## config.mk

```make
export PLATFORM = sky130hd
export DESIGN_NAME = count_monitor
export DESIGN_NICKNAME = d
export VERILOG_FILES = /design/src/rtl/count_monitor.sv
export SDC_FILE = /design/constraint.sdc
export NUM_CORES = 1
export LEC_CHECK = 0
export BUFFER_PORTS_ARGS = -buffer_cell sky130_fd_sc_hd__clkbuf_2
export CORE_MARGIN = 5
export CORE_UTILIZATION = 40
export CTS_CLUSTER_SIZE = 28
export DETAILED_ROUTE_END_ITERATION = 8
export PLACE_DENSITY_LB_ADDON = 0.15
export SLEW_MARGIN = 30
export SYNTH_ARGS = -nofsm -noshare
export SYNTH_HDL_FRONTEND = slang
export SYNTH_SLANG_ARGS = --single-unit
```

## constraint.sdc

```tcl
create_clock -name clk -period 3.6 [get_ports clk]
set_clock_uncertainty 0.05 [all_clocks]
set_input_delay 0.36 -clock clk [delete_from_list [all_inputs] [get_ports clk]]
set_output_delay 0.36 -clock clk [all_outputs]
set_load 0.01 [all_outputs]
```

## src/rtl/count_monitor.sv

```systemverilog
`default_nettype none
// +----------------------------------------------------------------------------+
// | count_monitor - lock/step checker for a 3-bit up-counter.                  |
// | Optional: COUNT_MON_STALL_EN (stalls are neutral). Rev 1.0                 |
// +----------------------------------------------------------------------------+
module count_monitor #(
  parameter int LOCK_N = 4,
  parameter int ERR_W  = 8,
  parameter int WRAP_W = 8
) (
  input  logic              clk,
  input  logic              rst,
  input  logic [2:0]        count,
  input  logic              clr,
  output logic              locked,
  output logic              err,
  output logic              wrap,
  output logic [ERR_W-1:0]  err_cnt,
  output logic [WRAP_W-1:0] wraps
);

  typedef enum logic [1:0] {
    ACQ    = 2'd0,
    RESYNC = 2'd1,
    LOCKED = 2'd2
  } state_t;

  localparam logic [3:0]        LOCK_RUN = 4'(LOCK_N);
  localparam logic [ERR_W-1:0]  ERR_ONE  = ERR_W'(1);
  localparam logic [WRAP_W-1:0] WRAP_ONE = WRAP_W'(1);
  localparam logic [ERR_W-1:0]  ERR_MAX  = '1;

  state_t            state, state_nxt;
  logic [2:0]        prev, prev_nxt;
  logic [3:0]        good_run, good_run_nxt;
  logic              err_nxt, wrap_nxt, locked_nxt;
  logic [ERR_W-1:0]  err_cnt_nxt;
  logic [WRAP_W-1:0] wraps_nxt;

  logic good_step;
  logic bad_step;
  logic hold;
  logic wrap_step;

  assign good_step = (count == 3'(prev + 3'd1));
  assign wrap_step = (prev == 3'd7) && (count == 3'd0);

`ifdef COUNT_MON_STALL_EN
  // A repeated sample means the upstream counter was not enabled this cycle.
  assign hold     = (count == prev);
  assign bad_step = !good_step && !hold;
`else
  assign hold     = 1'b0;
  assign bad_step = !good_step;
`endif

  always_ff @(posedge clk or posedge rst) begin
    if (rst) begin
      state    <= ACQ;
      prev     <= 3'd0;
      good_run <= 4'd0;
      locked   <= 1'b0;
      err      <= 1'b0;
      wrap     <= 1'b0;
      err_cnt  <= '0;
      wraps    <= '0;
    end else begin
      state    <= state_nxt;
      prev     <= prev_nxt;
      good_run <= good_run_nxt;
      locked   <= locked_nxt;
      err      <= err_nxt;
      wrap     <= wrap_nxt;
      err_cnt  <= err_cnt_nxt;
      wraps    <= wraps_nxt;
    end
  end

  always_comb begin
    state_nxt    = state;
    prev_nxt     = count;
    good_run_nxt = good_run;
    err_nxt      = 1'b0;
    wrap_nxt     = 1'b0;
    err_cnt_nxt  = err_cnt;
    wraps_nxt    = wraps;

    if (clr) begin
      state_nxt    = ACQ;
      prev_nxt     = 3'd0;
      good_run_nxt = 4'd0;
      err_cnt_nxt  = '0;
      wraps_nxt    = '0;
    end else begin
      case (state)
        ACQ: begin
          good_run_nxt = 4'd0;
          state_nxt    = RESYNC;
        end
        RESYNC: begin
          if (hold) begin
            good_run_nxt = good_run;
          end else if (good_step) begin
            good_run_nxt = good_run + 4'd1;
            if (good_run_nxt == LOCK_RUN) begin
              state_nxt = LOCKED;
            end
          end else begin
            good_run_nxt = 4'd0;
          end
        end
        LOCKED: begin
          if (bad_step) begin
            err_nxt      = 1'b1;
            good_run_nxt = 4'd0;
            state_nxt    = RESYNC;
            if (err_cnt != ERR_MAX) begin
              err_cnt_nxt = err_cnt + ERR_ONE;
            end
          end
        end
        default: begin
          state_nxt    = ACQ;
          good_run_nxt = 4'd0;
        end
      endcase

      // The ACQ sample has no predecessor, so it can never form a wrap step.
      if ((state == RESYNC || state == LOCKED) && wrap_step) begin
        wrap_nxt  = 1'b1;
        wraps_nxt = wraps + WRAP_ONE;
      end
    end

    locked_nxt = (state_nxt == LOCKED);
  end

endmodule
`default_nettype wire

```

==> metrics <==
H-tree lvl count=1; clock root buffer=clkbuf_8; CTS tree=built; Crit-path slowest cell=or4_1; status=complete, no violations; setup bufs post-CTS=0; Switching Share=20.6%; WP data required=3.74 ns; Horiz. Die Dim=70.7 µm; critical path arrival=2.49 ns; Pins Over Slew Limit=0; Max transition margin=60.3%; Logic pwr share=5.7%; # IOs=25; hold bufs inserted after CTS=0; initial drt markers=48; HP Class=input port to asynchronous set/reset pin; kind of critical path=flop to flop; effective utilization at floorplan=40.8%; global placement routability congestion=0.780; CP max stage delay=0.53 ns; Seq/Total Area, Yosys=47.6%; Power Dens Cells=352 nW/µm²; vias in the first global route=1158; wire per inst=13.2 µm; Max Cap Violations=0; initial antenna violation count=0; Core ar.=3610 µm²; share of cells above drive strength 1=19.8%; P_leak=0.830 nW; CTS Buf Count=3; CTS Sinks=28; hpwl dp=2.02 mm; setup TNS=0 ns; CP dominant cell by count=ha_1; all-layer global routing usage=12.4%; most frequent cells in the layout=dfrtp_1 (28), clkbuf_2 (24), nor2_1 (18); Worst Tran Pin Value=0.594 ns; largest net degree at the start of global routing=29; Synth cell types=34; most common cell after layout, fill and taps aside=dfrtp_1; CP Cell Sequence=ha_1, ha_1, xor2_1, or3_1, nand2_1, or4_1, a21oi_1; fmax=426 MHz; sequential share of power=53.3%; # setup viols final=0; CTS Buffer Depth=2; CP Launch Type=flop; Synth Net Count=160; Antenna Nets Post-Route=0; # diodes=0; mapped cell area=1470 µm²; post-CTS sizing=0; Tmin final=2.35 ns; first-pass GRT wire length=5.11 mm; Peak VDD IR=0.000216 V; Area Overhead vs Synth=15.7%; total grt overflow=0; via/cell ratio=5.17; Final Cycle Share=65.2%; Setup crit end kind=flop; die area=4990 µm²; clock latency on the worst-skew pair=0.27 ns; Cell Int Power=0.000476 W; vias=1112; Rows=22; Sw Pwr=0.000124 W; YS warnings=0; DIE HEIGHT=70.7 µm; Port Buffers=24; Final Hold Fails=0; nets=184; clock share of power=41.1%; Cells after Synth=144; CTS clk-pin slew, worst paths=0.09 ns; CP max FO=7; RSZ-0062 raised after global routing=no; # DRC=0; DRT Pass-1 Iters=4; WL final=2.84 mm; Final Power=0.000600 W; flops & latches, synth=28; Synth Area per Inst=10.2 µm²
## power groups by stage
stage	Clock (W)	Combinational (W)	Sequential, W
2_1_floorplan	0	0.0000250	0.000325
3_3_place_gp	0	0.0000331	0.000326
3_5_place_dp	0	0.0000346	0.000326
4_1_cts	0.000254	0.0000352	0.000320
5_1_grt	0.000270	0.0000393	0.000320
6_report	0.000246	0.0000340	0.000320
## worst paths after layout
check,from,cells past startpoint,to,slack [ns]
min in group clk,count[0],2,wrap,0.28
max in group asynchronous,rst,2,err_cnt[4],3.04
worst min register to register,wraps[7],2,wraps[7],0.50
worst min-delay path,rst,2,wraps[1],0.07
worst max register to register,prev[0],7,err_cnt[6],1.25
worst max-delay path,prev[0],7,err_cnt[6],1.25
## area by class of cell
cell class / instances / area, µm²
flip-flops and latches: 28 / 701
inverters: 4 / 15.0
clock buffers: 3 / 41.3
clock inverters: 1 / 30.0
fillers: 341 / 1900
repair buffers: 24 / 120
multi-input cells: 107 / 737
well taps: 48 / 60.1
## synthesized netlist by cell type, drive strengths merged
library cell / n / share of area, %
nand2: 6 / 1.5
ha: 10 / 8.5
nor3: 6 / 2.0
o221a: 1 / 0.76
dfrtp: 28 / 48
o21ai: 3 / 1.0
nor2: 18 / 4.6
a21o: 1 / 0.51
nand4bb: 1 / 0.76
a21bo: 1 / 0.68
a21oi: 4 / 1.4
nor3b: 2 / 1.4
inv: 4 / 1.0
xnor2: 4 / 2.4
or4: 1 / 0.51
clkbuf: 4 / 1.0
nand3: 8 / 2.7
a31oi: 3 / 1.3
nand3b: 3 / 1.5
o31a: 1 / 0.59
o41ai: 1 / 0.59
a22oi: 2 / 1.0
nor2b: 7 / 3.0
and3: 3 / 1.3
xor2: 10 / 5.9
or3: 1 / 0.43
a211oi: 1 / 0.51
mux2i: 2 / 1.4
nand4: 3 / 1.3
buf: 1 / 0.34
and4: 2 / 1.2
a311oi: 1 / 0.59
mux2: 1 / 0.76
## metrics by stage
step                      std cells  hold WS, ns  instance area, µm²  utilization, %  setup slack [ns]
after CTS                       215       0.0940                1700            47.3              1.22
after global routing            215        0.116                1700            47.3              1.05
after floorplan                 144        0.375                1470               -              1.46
after detailed placement        211        0.402                1630            45.3              1.26
after global placement          211        0.484                1630            45.3              1.35
final                           215       0.0727                1700            47.3              1.25
## metal layers
layer	global-route usage (%)	part of all wire (%)	up-vias
met5	0	0	-
met4	2.51	0.67	0
met3	4.40	5.5	2
met2	20.8	48	21
met1	15.5	46	535
li1	-	-	554
## logic make-up after synthesis
group / after synthesis / share of synthesized area, %
AOI/OAI and AO/OA: 19 / 8.92
muxes: 3 / 2.12
DFF: 28 / 47.6
xor gates and xnor gates: 14 / 8.33
adders and majority gates: 10 / 8.50
and+or+nand+nor: 61 / 22.2
buffers and inverters: 9 / 2.38
## critical path: cells and delay by family (launching register included)
family	cells	cell delay [ns]
flops	1	0.40
simple gates	3	0.98
fa+ha+maj	2	0.50
xor+xnor	1	0.19
compound gates	1	0.15
## registers in the layout (all words and copies together) (netlist names)
name,cells
locked,1
err_cnt,8
prev,3
wraps,8
err,1
wrap,1
good_run,4
state,2
(Power assumes the default switching activity.)
